$ cat src/rtl/out_arb_pkg.sv
// Shared constants and FSM state type for the output arbiter.
package out_arb_pkg;

   localparam int unsigned DATA_W    = 8;
   localparam int unsigned DEPTH_DEF = 4;
   localparam int unsigned GAP_DEF   = 2;
   localparam int unsigned CNT_W     = 4;

   typedef enum logic [0:0] {
      ST_IDLE = 1'b0,
      ST_HOLD = 1'b1
   } state_e;

endpackage

$ cat src/rtl/out_fifo.sv
// Synchronous single-clock byte FIFO with full/empty/count status.
module out_fifo
   import out_arb_pkg::*;
#(
   parameter int unsigned DEPTH = DEPTH_DEF,
   parameter int unsigned W     = DATA_W
)
(
   input  logic                     clk,
   input  logic                     rst,
   input  logic                     push_i,
   input  logic [W-1:0]             push_data_i,
   input  logic                     pop_i,
   output logic [W-1:0]             pop_data_o,
   output logic                     full_o,
   output logic                     empty_o,
   output logic [$clog2(DEPTH):0]   count_o
);

   localparam int unsigned AW = $clog2(DEPTH);
   localparam int unsigned CW = AW + 1;

   logic [W-1:0]  mem_q [DEPTH];
   logic [AW-1:0] wr_ptr_q;
   logic [AW-1:0] rd_ptr_q;
   logic [CW-1:0] count_q;
   logic          do_push;
   logic          do_pop;

   assign full_o     = (count_q == CW'(DEPTH));
   assign empty_o    = (count_q == '0);
   assign do_push    = push_i && !full_o;
   assign do_pop     = pop_i && !empty_o;
   assign pop_data_o = mem_q[rd_ptr_q];
   assign count_o    = count_q;

   // Pointers wrap naturally because DEPTH is a power of two.
   always_ff @(posedge clk or posedge rst) begin
      if (rst) begin
         wr_ptr_q <= '0;
         rd_ptr_q <= '0;
         count_q  <= '0;
      end else begin
         if (do_push) wr_ptr_q <= wr_ptr_q + AW'(1);
         if (do_pop)  rd_ptr_q <= rd_ptr_q + AW'(1);
         count_q <= count_q + CW'(do_push) - CW'(do_pop);
      end
   end

   // Storage array; contents are don't-care until written.
   always_ff @(posedge clk) begin
      if (do_push) mem_q[wr_ptr_q] <= push_data_i;
   end

endmodule

$ cat src/rtl/out_arb.sv
// Two-requester round-robin arbiter feeding a FIFO and a toggle-strobe output port.
module out_arb
   import out_arb_pkg::*;
#(
   parameter int unsigned DEPTH = DEPTH_DEF,
   parameter int unsigned GAP   = GAP_DEF
)
(
   input  logic              clk,
   input  logic              rst,
   input  logic              req0_valid,
   input  logic [DATA_W-1:0] req0_data,
   output logic              req0_ready,
   input  logic              req1_valid,
   input  logic [DATA_W-1:0] req1_data,
   output logic              req1_ready,
   output logic [DATA_W-1:0] out_dat,
   output logic              out_ctl,
   output logic              busy
);

   localparam int unsigned CW = $clog2(DEPTH) + 1;

   state_e              state_q, state_d;
   logic [CNT_W-1:0]    hold_q, hold_d;
   logic [DATA_W-1:0]   dat_q, dat_d;
   logic                ctl_q, ctl_d;
   logic                last_q, last_d;
   logic                grant_c;
   logic                push_c;
   logic                pop_c;
   logic [DATA_W-1:0]   push_data_c;
   logic [DATA_W-1:0]   pop_data;
   logic                full;
   logic                empty;
   logic [CW-1:0]       count;

   // Round-robin grant: lone requester wins, otherwise the one not served last.
   always_comb begin
      grant_c = ~last_q;
      if (req0_valid ^ req1_valid) grant_c = req1_valid;
   end

   assign req0_ready  = !full && !grant_c;
   assign req1_ready  = !full && grant_c;
   assign push_c      = (req0_valid && req0_ready) || (req1_valid && req1_ready);
   assign push_data_c = grant_c ? req1_data : req0_data;
   assign last_d      = push_c ? grant_c : last_q;

   out_fifo #(
      .DEPTH (DEPTH),
      .W     (DATA_W)
   ) u_fifo (
      .clk         (clk),
      .rst         (rst),
      .push_i      (push_c),
      .push_data_i (push_data_c),
      .pop_i       (pop_c),
      .pop_data_o  (pop_data),
      .full_o      (full),
      .empty_o     (empty),
      .count_o     (count)
   );

   // Output FSM: IDLE launches the next byte, HOLD enforces the inter-strobe gap.
   always_comb begin
      state_d = state_q;
      hold_d  = hold_q;
      dat_d   = dat_q;
      ctl_d   = ctl_q;
      pop_c   = 1'b0;
      case (state_q)
         ST_IDLE: begin
            if (!empty) begin
               pop_c   = 1'b1;
               dat_d   = pop_data;
               ctl_d   = ~ctl_q;
               hold_d  = CNT_W'(GAP);
               state_d = ST_HOLD;
            end
         end
         ST_HOLD: begin
            if (hold_q <= CNT_W'(1)) begin
               hold_d  = '0;
               state_d = ST_IDLE;
            end else begin
               hold_d = hold_q - CNT_W'(1);
            end
         end
      endcase
   end

   // State, output and round-robin registers; reset leaves requester 0 first in line.
   always_ff @(posedge clk or posedge rst) begin
      if (rst) begin
         state_q <= ST_IDLE;
         hold_q  <= '0;
         dat_q   <= '0;
         ctl_q   <= 1'b0;
         last_q  <= 1'b1;
      end else begin
         state_q <= state_d;
         hold_q  <= hold_d;
         dat_q   <= dat_d;
         ctl_q   <= ctl_d;
         last_q  <= last_d;
      end
   end

   assign out_dat = dat_q;
   assign out_ctl = ctl_q;
   assign busy    = (count != '0) || (state_q != ST_IDLE);

endmodule

$ cat config.mk
export PLATFORM = sky130hd
export DESIGN_NAME = out_arb
export DESIGN_NICKNAME = d
export VERILOG_FILES = /design/src/rtl/out_arb_pkg.sv /design/src/rtl/out_fifo.sv /design/src/rtl/out_arb.sv
export SDC_FILE = /design/constraint.sdc
export NUM_CORES = 1
export LEC_CHECK = 0
export BUFFER_PORTS_ARGS = -buffer_cell sky130_fd_sc_hd__buf_2
export CAP_MARGIN = 20
export CORE_MARGIN = 3
export CORE_UTILIZATION = 35
export DETAILED_ROUTE_END_ITERATION = 12
export GPL_ROUTABILITY_DRIVEN = 0
export PLACE_DENSITY = 0.5
export SYNTH_ARGS = -nofsm -noshare
export SYNTH_HDL_FRONTEND = slang
export SYNTH_SLANG_ARGS = --single-unit
$ cat constraint.sdc
create_clock -name clk -period 3.8 [get_ports clk]
set_clock_uncertainty 0.15 [all_clocks]
set_input_delay 0.19 -clock clk [delete_from_list [all_inputs] [get_ports clk]]
set_output_delay 0.19 -clock clk [all_outputs]
set_load 0.005 [all_outputs]
Word level (Yosys, flattened, before mapping)
Memories as Yosys holds them, arrays and structs flattened. A register that Yosys moved wholly into a read port is not among the register bits.
Cells that the tools add are included.
Widths: inputs -> output; s select.
{"block": "totals", "reg_bits": 14, "ram_bits": 32, "in_bits": 20, "out_inout_bits": 12, "wordCells": 46, "memories": 1}
{"block": "classes", "n_addsub": 5, "magnitude_cmp": 1, "eq_ne": 2, "n_mux": 11, "bitwise_logic": 5, "n_reduce_logical": 14}
{"name": "u_fifo.mem_q", "words": 4, "width": 8, "rd": 1, "rd_ports_with_merged_regs": 1, "write_ports": 1, "line_no": "out_fifo.sv:23", "text": "logic [W-1:0] mem_q [DEPTH];"}
{"cell": "$mux 4", "n": 2}
{"cell": "$mux 8", "n": 1}
{"cell": "$pmux 4 s2", "n": 1}
{"cell": "$logic_and 1x1->1", "n": 6}
{"cell": "$mux 1", "n": 6}
{"cell": "$add 2x1->2 const B", "n": 2}
{"cell": "$le 4x1->1 const B", "n": 1}
{"cell": "$not 1->1", "n": 4}
{"cell": "$sub 4x1->4 const B", "n": 1}
{"cell": "$add 3x1->3", "n": 1}
{"cell": "$eq 3x3->1 const B", "n": 1}
{"cell": "$logic_not 1->1", "n": 3}
{"cell": "$logic_not 3->1", "n": 1}
{"cell": "$reduce_bool 3->1", "n": 1}
{"cell": "$sub 3x1->3", "n": 1}
{"cell": "$logic_or 1x1->1", "n": 2}
{"cell": "$ne 2x2->1 const B", "n": 1}
{"cell": "$pmux 1 s2", "n": 1}
{"cell": "$reduce_and 2->1", "n": 1}
{"cell": "$xor 1x1->1", "n": 1}

Longest topological paths before layout
Gate-level depths: netlist of run 1.
{"block": "depth", "word_depth": 9, "depth_mapped": 10, "depth_no_buf": 9}

By module
A second synthesis of run 1 with hierarchy kept.
{"block": "hier_totals", "hier_cells": 150, "area_unflattened_um2": 2433.6}
{"module": "out_fifo", "n_inst": 1, "cells_per_inst": 84, "area_each_um2": 1626.6, "seq_area_each_um2": 1136.1}
{"module": "out_arb", "n_inst": 1, "cells_per_inst": 66, "area_each_um2": 807.0, "seq_area_each_um2": 376.6}

Worst setup path before layout of run 1
No wires, ideal clock.
{"block": "synth_timing", "kind": "register to register", "start": "reg u_fifo.count_q[1] (netlist: u_fifo.count_o[1])", "end": "reg u_fifo.count_q[2] (netlist: u_fifo.count_o[2])", "setup_time_ns": 0.132, "arrival_ns": 2.015, "required_time_ns": 3.518, "setup_slack_ns": 1.503, "path_stages_with_launch": 11, "path_buffers": 1, "period_less_slack_ns": 2.297, "path_cell_list": "dfrtp_1 nor3_4 nor2_2 buf_6 ha_1 inv_1 ha_1 inv_1 fa_1 xnor2_1 xnor2_1"}
{"block": "synth_via", "elab_cells_between_ends": 15, "classes_between": "2 x add/sub; 1 x eq/ne; 2 x mux; 10 x reduce/logical"}
{"item": "start: declaration", "line_no": "out_fifo.sv:26", "text": "logic [CW-1:0] count_q;"}
{"item": "start signal: assignment", "line_no": "out_fifo.sv:46", "text": "count_q <= count_q + CW'(do_push) - CW'(do_pop);"}
{"item": "$logic_not 3->1 (*)", "line_no": "out_fifo.sv:31", "text": "assign empty_o = (count_q == '0);"}
{"item": "$mux 1", "line_no": "out_arb.sv:74", "text": "if (!empty) begin"}
{"item": "$mux 1", "line_no": "out_arb.sv:72", "text": "case (state_q)"}
{"item": "$logic_and 1x1->1 (*)", "line_no": "out_fifo.sv:33", "text": "assign do_pop = pop_i && !empty_o;"}
{"item": "named net u_fifo.do_pop", "line_no": "out_fifo.sv:28", "text": "logic do_pop;"}
{"item": "$sub 3x1->3 (*)", "line_no": "out_fifo.sv:46"}
The timed path passes the listed nets; every way through them passes the cells marked *.
A chain may end at the register's enable or synchronous reset.

Final worst setup path of run 1
{"block": "layout_timing", "start": "reg u_fifo.count_q[1] (netlist: u_fifo.count_o[1])", "end": "reg u_fifo.count_q[2] (netlist: u_fifo.count_o[2])"}
{"block": "layout_via", "elab_chain_cells": 8, "elab_cells_between_ends": 15, "classes_between": "2 x add/sub; 1 x eq/ne; 2 x mux; 10 x reduce/logical"}
{"item": "$eq 3x3->1", "line_no": "out_fifo.sv:30", "text": "assign full_o = (count_q == CW'(DEPTH));"}
{"item": "$logic_not 1->1", "line_no": "out_fifo.sv:32, out_arb.sv:44, out_arb.sv:45"}
{"item": "$logic_and 1x1->1 (on tied branches)", "line_no": "out_arb.sv:44, out_arb.sv:45"}
{"item": "$logic_and 1x1->1", "line_no": "out_arb.sv:46", "text": "assign push_c = (req0_valid && req0_ready) || (req1_valid && req1_ready);"}
{"item": "$logic_or 1x1->1", "line_no": "out_arb.sv:46"}
{"item": "$logic_and 1x1->1", "line_no": "out_fifo.sv:32", "text": "assign do_push = push_i && !full_o;"}
{"item": "$add 3x1->3", "line_no": "out_fifo.sv:46"}
{"item": "$sub 3x1->3 (*)", "line_no": "out_fifo.sv:46"}
Mark *: on every way between the ends. The rest lies on a longest branch, timed or not.

==> run summary, run 1 <==
The run finished with clean final reports. The number of top-level design ports came out at 32. The number of fillers in the final layout is 605. The final max-slew violation count is 0.

The first global-routing pass estimated between 6000 and 7000 µm of wire. The highest net fanout along the worst path is 11. The cell area power density came out at 811 mW/mm². The register-to-register setup slack came out at 1.06 ns. The number of cells on the worst reg-to-reg path came out at 9. The clock tree from TritonCTS is built. The max-slew headroom at the worst pin is 0.413. The die width is 88.7 µm.

The initial antenna violation count came out at 0. In this run the critical register-to-register path is captured at u_fifo.count_o[2]. The die extent in y is 88.7 µm. The end of the worst hold path is u_fifo.mem_q[1][2].

For this design the static power due to leakage is around 1.1 nW. The source-to-sink clock delay at the later pin of the worst-skew pair is ~0.30 ns. The synthesis-to-layout area growth came out at 14.0%. STA puts the critical path data required time at 3.83 ns.

The total routing usage reported by global routing came out at 0.114. The count of cells in the finished layout, fillers not included, comes to 255. The detail route stage leaves a number of antenna-violating nets equal to 0. Dividing the detail-routed wire length by the instance count gives 16.0 µm. In the finished design, the share of the clock period the worst path needs comes to 0.722. The register bit count reported by yosys is 54. For the worst setup path, the data arrival time is about 2.8 ns. At the pin with the least slew margin, the transition time is about 0.9 ns. Once detailed placement completed, the half-perimeter wirelength came to 2890 µm.

The worst-case IR drop observed on VDD is 0.407 mV. The number of placement rows is 29. The tightest min-delay check is of the in2reg type. Setup repair after global routing left no endpoint under its margin. The final global-route overflow total is 0. The net count after synthesis came out at ~170. The clock buffer count from CTS is 5.

The number of global-route vias before repair is 1,258. The path type of the worst setup path is reg2reg. Detailed routing inserted a total of 1,221 vias. The total of max-cap violations is 0. Clock tree synthesis selected as its root buffer the cell sky130_fd_sc_hd__clkbuf_8. The net count of the finished layout is 206. After layout, the minimum clock period comes to 2.74 ns. The number of placed instances, taps included, is 245. Of the post-synthesis cell area, the dominant cell type holds 0.402.

The clock transition at the registers of the reported paths came out at around 0.10 ns. The H-tree was split into 2 levels. The most area-hungry cell type in the Yosys netlist is sky130_fd_sc_hd__edfxtp_1. The number of endpoints with negative hold slack in the final report came out at 0. The share of final-layout standard cells stronger than drive strength 1 came out at 0.399. The worst hold path begins at req1_data[2]. The clock passes through at most 2 buffers. The total inserted antenna cells came out at 0. The critical register-to-register path startpoint is u_fifo.count_o[1].

Setup violations remaining at the end of the flow were counted as 0. Once layout is complete, the utilization of the core stands at 0.420. In the routed layout, each cell is associated on average with a via count of 4.79. The die covers 0.00786 mm². The endpoint class of the critical path is a flop. The initial core utilization came out at 0.368. Yosys mapped the design onto 33 distinct sky130hd cell types.

Leaving out fill and tap cells, the most frequent cells in the layout are 32 x sky130_fd_sc_hd__edfxtp_1, 31 x sky130_fd_sc_hd__buf_2, 21 x sky130_fd_sc_hd__dfrtp_1. The core region is 0.00649 mm². Entering global routing, the biggest net connects 23 pins. The post-detailed-route DRC marker count came out at 0. The area of the mapped netlist is 0.00239 mm². The most frequent standard cell in the layout excluding fill and tap cells is sky130_fd_sc_hd__edfxtp_1. The top achievable clock speed came out at 0.364 GHz. The post-cts hold buffer count came out at 2. Buffers placed on the I/O ports in this run total 31. The post-synthesis cell count is 142. The worst setup path is launched from a flop. The post-cts repair resize count came out at 0.

For this block, the initial DRC count from the detailed router was 40. By area the synthesized netlist is led by sky130_fd_sc_hd__edfxtp_1 40%, sky130_fd_sc_hd__dfrtp_1 22%, sky130_fd_sc_hd__mux4_2 7.5%. The total negative slack came out at 0 ns. The total wirelength of the detailed-routed design is 4090 µm.

The warning count from the yosys run is 0. In this run the post-CTS setup repair buffer count came out at 0. Of the synthesized area, sequential elements account for 0.633. The per-instance average area after synthesis is about 17 µm². The clock net in this run drives a total of between 50 and 60 sinks.

The worst hold path was traced through 2 stages. The first-pass detailed-route iteration total came out at 4.
## metrics by stage
stage / worst slack, ns / hold WS (ns) / cell area (µm²) / power [mW]
after floorplan: 1.50 / 0.0285 / 2390 / 1.69
final: 1.06 / 0.0865 / 2730 / 2.21
after global placement: 1.10 / 0.263 / 2610 / 1.87
after CTS: 0.989 / 0.0793 / 2730 / 2.26
after global routing: 0.797 / 0.0828 / 2730 / 2.39
after detailed placement: 0.992 / 0.282 / 2610 / 1.91
## cells in the mapped netlist
cell type                  instances
sky130_fd_sc_hd__nor4_1            2
sky130_fd_sc_hd__edfxtp_1         32
sky130_fd_sc_hd__a21oi_1           1
sky130_fd_sc_hd__and2_1            4
sky130_fd_sc_hd__xnor2_1           3
sky130_fd_sc_hd__mux4_2            8
sky130_fd_sc_hd__o311ai_0          2
sky130_fd_sc_hd__o21bai_1          1
sky130_fd_sc_hd__nor2_2            1
sky130_fd_sc_hd__nand3_1           2
sky130_fd_sc_hd__nor2_1            2
sky130_fd_sc_hd__buf_2             2
sky130_fd_sc_hd__buf_6             2
sky130_fd_sc_hd__nand2_1           2
sky130_fd_sc_hd__nor2b_1           1
sky130_fd_sc_hd__ha_1              8
sky130_fd_sc_hd__xor2_1            3
sky130_fd_sc_hd__inv_1            11
sky130_fd_sc_hd__maj3_2            1
sky130_fd_sc_hd__mux2_2            9
sky130_fd_sc_hd__mux2_4            8
sky130_fd_sc_hd__nor3_4            1
sky130_fd_sc_hd__a21oi_4           1
sky130_fd_sc_hd__o31ai_1           2
sky130_fd_sc_hd__nor3b_4           1
sky130_fd_sc_hd__nor3b_1           1
sky130_fd_sc_hd__clkbuf_1          1
sky130_fd_sc_hd__and2b_1           1
sky130_fd_sc_hd__inv_2             1
sky130_fd_sc_hd__o21ai_0           5
sky130_fd_sc_hd__dfstp_2           1
sky130_fd_sc_hd__dfrtp_1          21
sky130_fd_sc_hd__fa_1              1
## worst max path at each step
stage,start,to,cells after the start
3_5_place_dp,u_fifo.count_o[1],u_fifo.count_o[2],9
4_1_cts,u_fifo.count_o[1],u_fifo.count_o[2],9
6_report,u_fifo.count_o[1],u_fifo.count_o[2],9
5_1_grt,u_fifo.count_o[1],u_fifo.count_o[2],9
3_3_place_gp,u_fifo.count_o[1],u_fifo.count_o[2],9
2_1_floorplan,u_fifo.count_o[1],u_fifo.count_o[2],10
## critical path, stage by stage, from the launching register on
cell and delay (ns):
sky130_fd_sc_hd__dfrtp_1 0.54, sky130_fd_sc_hd__nor3_4 0.09, sky130_fd_sc_hd__nor2_2 0.59, sky130_fd_sc_hd__ha_1 0.37, sky130_fd_sc_hd__inv_1 0.06, sky130_fd_sc_hd__ha_1 0.13
sky130_fd_sc_hd__inv_1 0.05, sky130_fd_sc_hd__fa_1 0.37, sky130_fd_sc_hd__xnor2_1 0.15, sky130_fd_sc_hd__xnor2_1 0.13
## power breakdown
group	switching, mW	internal [mW]	leakage (nW)	total, mW
clock	0.187	0.150	0.0478	0.337
combinational	0.349	0.445	0.490	0.794
sequential	0.187	0.891	0.556	1.08
## per-layer routing
layer | up-vias | wire, µm | track usage
met4 | 0 | 43 | 0.0398
met1 | 613 | 1830 | 0.145
li1 | 585 | - | -
met3 | 5 | 105 | 0.0251
met2 | 18 | 2110 | 0.191
met5 | - | 0 | 0
## area by class of cell
cell class                 instances  area (µm²)  share of cell area
timing repair buffer              33         175              0.0643
clock buffer                       6        82.6              0.0303
clock inverter                     2        16.3             0.00597
tap                               77        96.3              0.0354
multi-input combinational         71         797               0.292
sequential                        54        1510               0.555
inverter                          12        45.0              0.0165
## flip-flops by register name, indices dropped and copies added, names as in the netlist
register         flops
u_fifo.rd_ptr_q      2
last_q               1
u_fifo.wr_ptr_q      2
hold_q               4
out_ctl              1
state_q              1
out_dat              8
u_fifo.count_o       3
u_fifo.mem_q        32
## cells by family after synthesis
logic type | synth area share
flip-flops | 0.633
multiplexers | 0.168
AND/OR/NAND/NOR | 0.0523
buffers and inverters | 0.0340
AO/OA/AOI/OAI | 0.0361
adder cells (fa/ha/maj) | 0.0549
XOR/XNOR | 0.0220
Power figures use the tool's default switching activity.
==> inputs of run 2 (changes only) <==
- clock period: 3.8 -> 2.8 ns (I/O delays scaled with it)
==> run summary, run 2 (synthesized netlist as in run 1, its figures left out) <==
The total routing usage reported by global routing is 0.119. In the final layout, the share of cells above drive strength 1 is 0.402. The longest clock path from root to sink contains 2 buffers. The wire length of the first global-routing pass is about 6700 µm.

The worst setup path is captured at a flop. The routed wire length per instance is 16.3 µm. Setup violations remaining at the end of the flow were counted as 0. Data arrives at the worst endpoint at 2.44 ns.

The initial core utilization came out at 0.368. The library cells used most frequently in the layout, excluding fill and tap cells, are 32 x sky130_fd_sc_hd__edfxtp_1, 31 x sky130_fd_sc_hd__buf_2, 21 x sky130_fd_sc_hd__dfrtp_1. The wire length on met2 came out at 2170 µm. The sink count of the clock tree came out at 54. The data required time at the worst endpoint came out at 2.85 ns. The biggest cell delay along the critical path is 0.48 ns. Of the total power, the share spent switching nets is 0.329. The peak ir drop on the vdd network is approximately 0.45 mV. The pin count of the biggest net entering global routing came out at 23.

The standby leakage power came out at 1.10 nW. The number of top-level design ports is 32. Timing would allow up to between 0.4 and 0.5 GHz.

The end of the worst register-to-register path is u_fifo.count_o[2]. The highest net fanout along the worst path is 11. Summed over all nets, the switching power comes to 0.994 mW. The number of cells on the worst reg-to-reg path is 9. The initial antenna violation count is 0. The starting DRC count in detailed routing is 82. Cell internal power was estimated by the tool at a little over 2 mW. The end of the worst hold path is u_fifo.mem_q[1][2].

The total negative slack is 0 ns. Of the total power, the clock network draws 0.153. The worst hold-check path type is in2reg.

The startpoint of the worst setup timing path is u_fifo.count_o[0]. The pin slew with the least headroom to its limit came out at 0.884 ns. For this block, wires on met1 add up to 1800 µm. The synthesis-to-layout area growth came out at 14.5%. The detailed router used layers up to and including met4. Row generation in the floorplan step produced 29 rows. The register-to-register setup slack came out at 0.41 ns.

The part of the power in registers is 0.481. Buffers placed on the I/O ports in this run total 31. The slowest stage of the critical path is the sky130_fd_sc_hd__dfrtp_1 cell. The clock transition at the registers of the reported paths came out at 0.10 ns. The die width came out at 88.7 µm.

In the routed design, unresolved DRC markers number 0. For this run the aggregate overflow at the end of global routing stands at 0. Before antenna repair, the detailed router went through 4 iterations. The flow ran to the end, and the final reports show no timing, DRC or antenna violations. The critical path startpoint category is a flop. The die extent in y came out at 88.7 µm.

In this run, CTS created clock tree buffers numbering 5. The worst hold path passes through 2 cells. The final max-slew violation count came to 0.

The worst pin sits at a relative slew slack of 0.410. Using the TritonRoute via totals, the vias-per-cell ratio works out to 4.84. Once detailed placement completed, the half-perimeter wirelength came to 2870 µm. The utilization after layout is 0.421.

The critical path is of the reg2reg type. The total inserted antenna cells came out at 0. The critical register-to-register path startpoint is u_fifo.count_o[0]. The cell area power density came out at 1100 mW/mm². The die covers about 0.008 mm². The fraction of power consumed by combinational cells is 0.365. The fraction of the cycle the final worst path needs is 0.855. The number of global-route vias before repair came out at 1,273. The H-tree was split into 2 levels. The register with the most flip-flops is u_fifo.mem_q. The flip-flop count of the largest register, all copies and words added came out at 32. The area of the placeable core is between 0.006 and 0.007 mm². Clock tree synthesis selected as its root buffer the cell sky130_fd_sc_hd__clkbuf_8. The final net count came out at 207. The signal on the critical path passes through nor3_4 > nor2_4 > ha_1 > inv_1 > ha_1 > inv_1 > fa_1 > xnor2_1 > xnor2_1.

TritonCTS built the clock tree. Across the run, the number of max-cap violations was 0. The source-to-sink clock delay at the later pin of the worst-skew pair came out at 0.31 ns. The number of antenna-violating nets in the routed design is 0.

Counting I/O delays and the setup requirement, the final critical path takes between 2 and 2.5 ns. Setup repair after global routing left no endpoint under its margin. Leaving out fill and tap cells, the most frequent cell in the layout is sky130_fd_sc_hd__edfxtp_1. The detailed-route via count is 1,239. Detailed routing placed a total of 122 µm of wire on met3.

The number of endpoints with negative hold slack in the final report came out at 0. The total wirelength of the detailed-routed design came out at 4170 µm. The worst hold path begins at req1_data[2].
## run 2: cell types whose count changed in the layout (fill, tap and decap cells not counted), sizes merged
cell / previous run / this run
buf: 31 / 32
## run 2: worst max-delay path by stage
stage | endpoint | slack, ns | depth (start not counted)
after floorplan | u_fifo.count_o[2] | 0.50 | 10
after global placement | u_fifo.count_o[2] | 0.17 | 9
after detailed placement | u_fifo.count_o[2] | 0.1 | 9
after CTS | u_fifo.count_o[2] | 0.08 | 9
after global routing | u_fifo.count_o[2] | 0.25 | 9
final | u_fifo.count_o[2] | 0.41 | 9
## run 2: cell type report
cell class / instances / area (µm²)
Fill cell: 594 / 3760
Clock buffer: 6 / 82.6
Tap cell: 77 / 96.3
Multi-Input combinational cell: 71 / 802
Clock inverter: 2 / 16.3
Inverter: 12 / 45.0
Sequential cell: 54 / 1510
Timing Repair Buffer: 34 / 183
## run 2: through the flow
stage | instance area (µm²) | setup WS [ns] | hold WS, ns | power (mW) | instances
after floorplan | 2390 | 0.503 | -0.0215 | 2.30 | 142
after global placement | 2610 | 0.170 | 0.217 | 2.55 | 246
after detailed placement | 2610 | 0.0974 | 0.237 | 2.62 | 246
after CTS | 2730 | 0.0769 | 0.0292 | 3.08 | 256
after global routing | 2740 | 0.250 | 0.0298 | 3.26 | 256
final | 2740 | 0.405 | 0.0380 | 3.02 | 256
## run 2: critical path, delay by kind of cell, from the launching register on
family / cells / cell delay (ns)
fa+ha+maj: 3 / 0.81
buf+inv: 2 / 0.10
simple gates: 2 / 0.48
xor+xnor: 2 / 0.27
flops: 1 / 0.48
## run 2: power groups by stage
stage / registers [mW] / logic [mW] / clock network (mW)
finish: 1.45 / 1.10 / 0.464
detailed placement: 1.48 / 1.13 / 0
global route: 1.51 / 1.24 / 0.510
global placement: 1.46 / 1.09 / 0
CTS: 1.47 / 1.14 / 0.481
floorplan: 1.37 / 0.930 / 0
## run 2: repair_timing
action / in CTS / in global routing
setup endpoints to repair: 0 / 1
setup buffers: 0 / 0
hold buffers: 2 / 0
hold endpoints to repair: 22 / 0
resized for setup: 0 / 1
## run 2: per-layer routing
layer	vias up	GRT usage
li1	590	-
met1	622	0.148
met2	20	0.197
met3	7	0.0307
met4	0	0.0453
met5	-	0
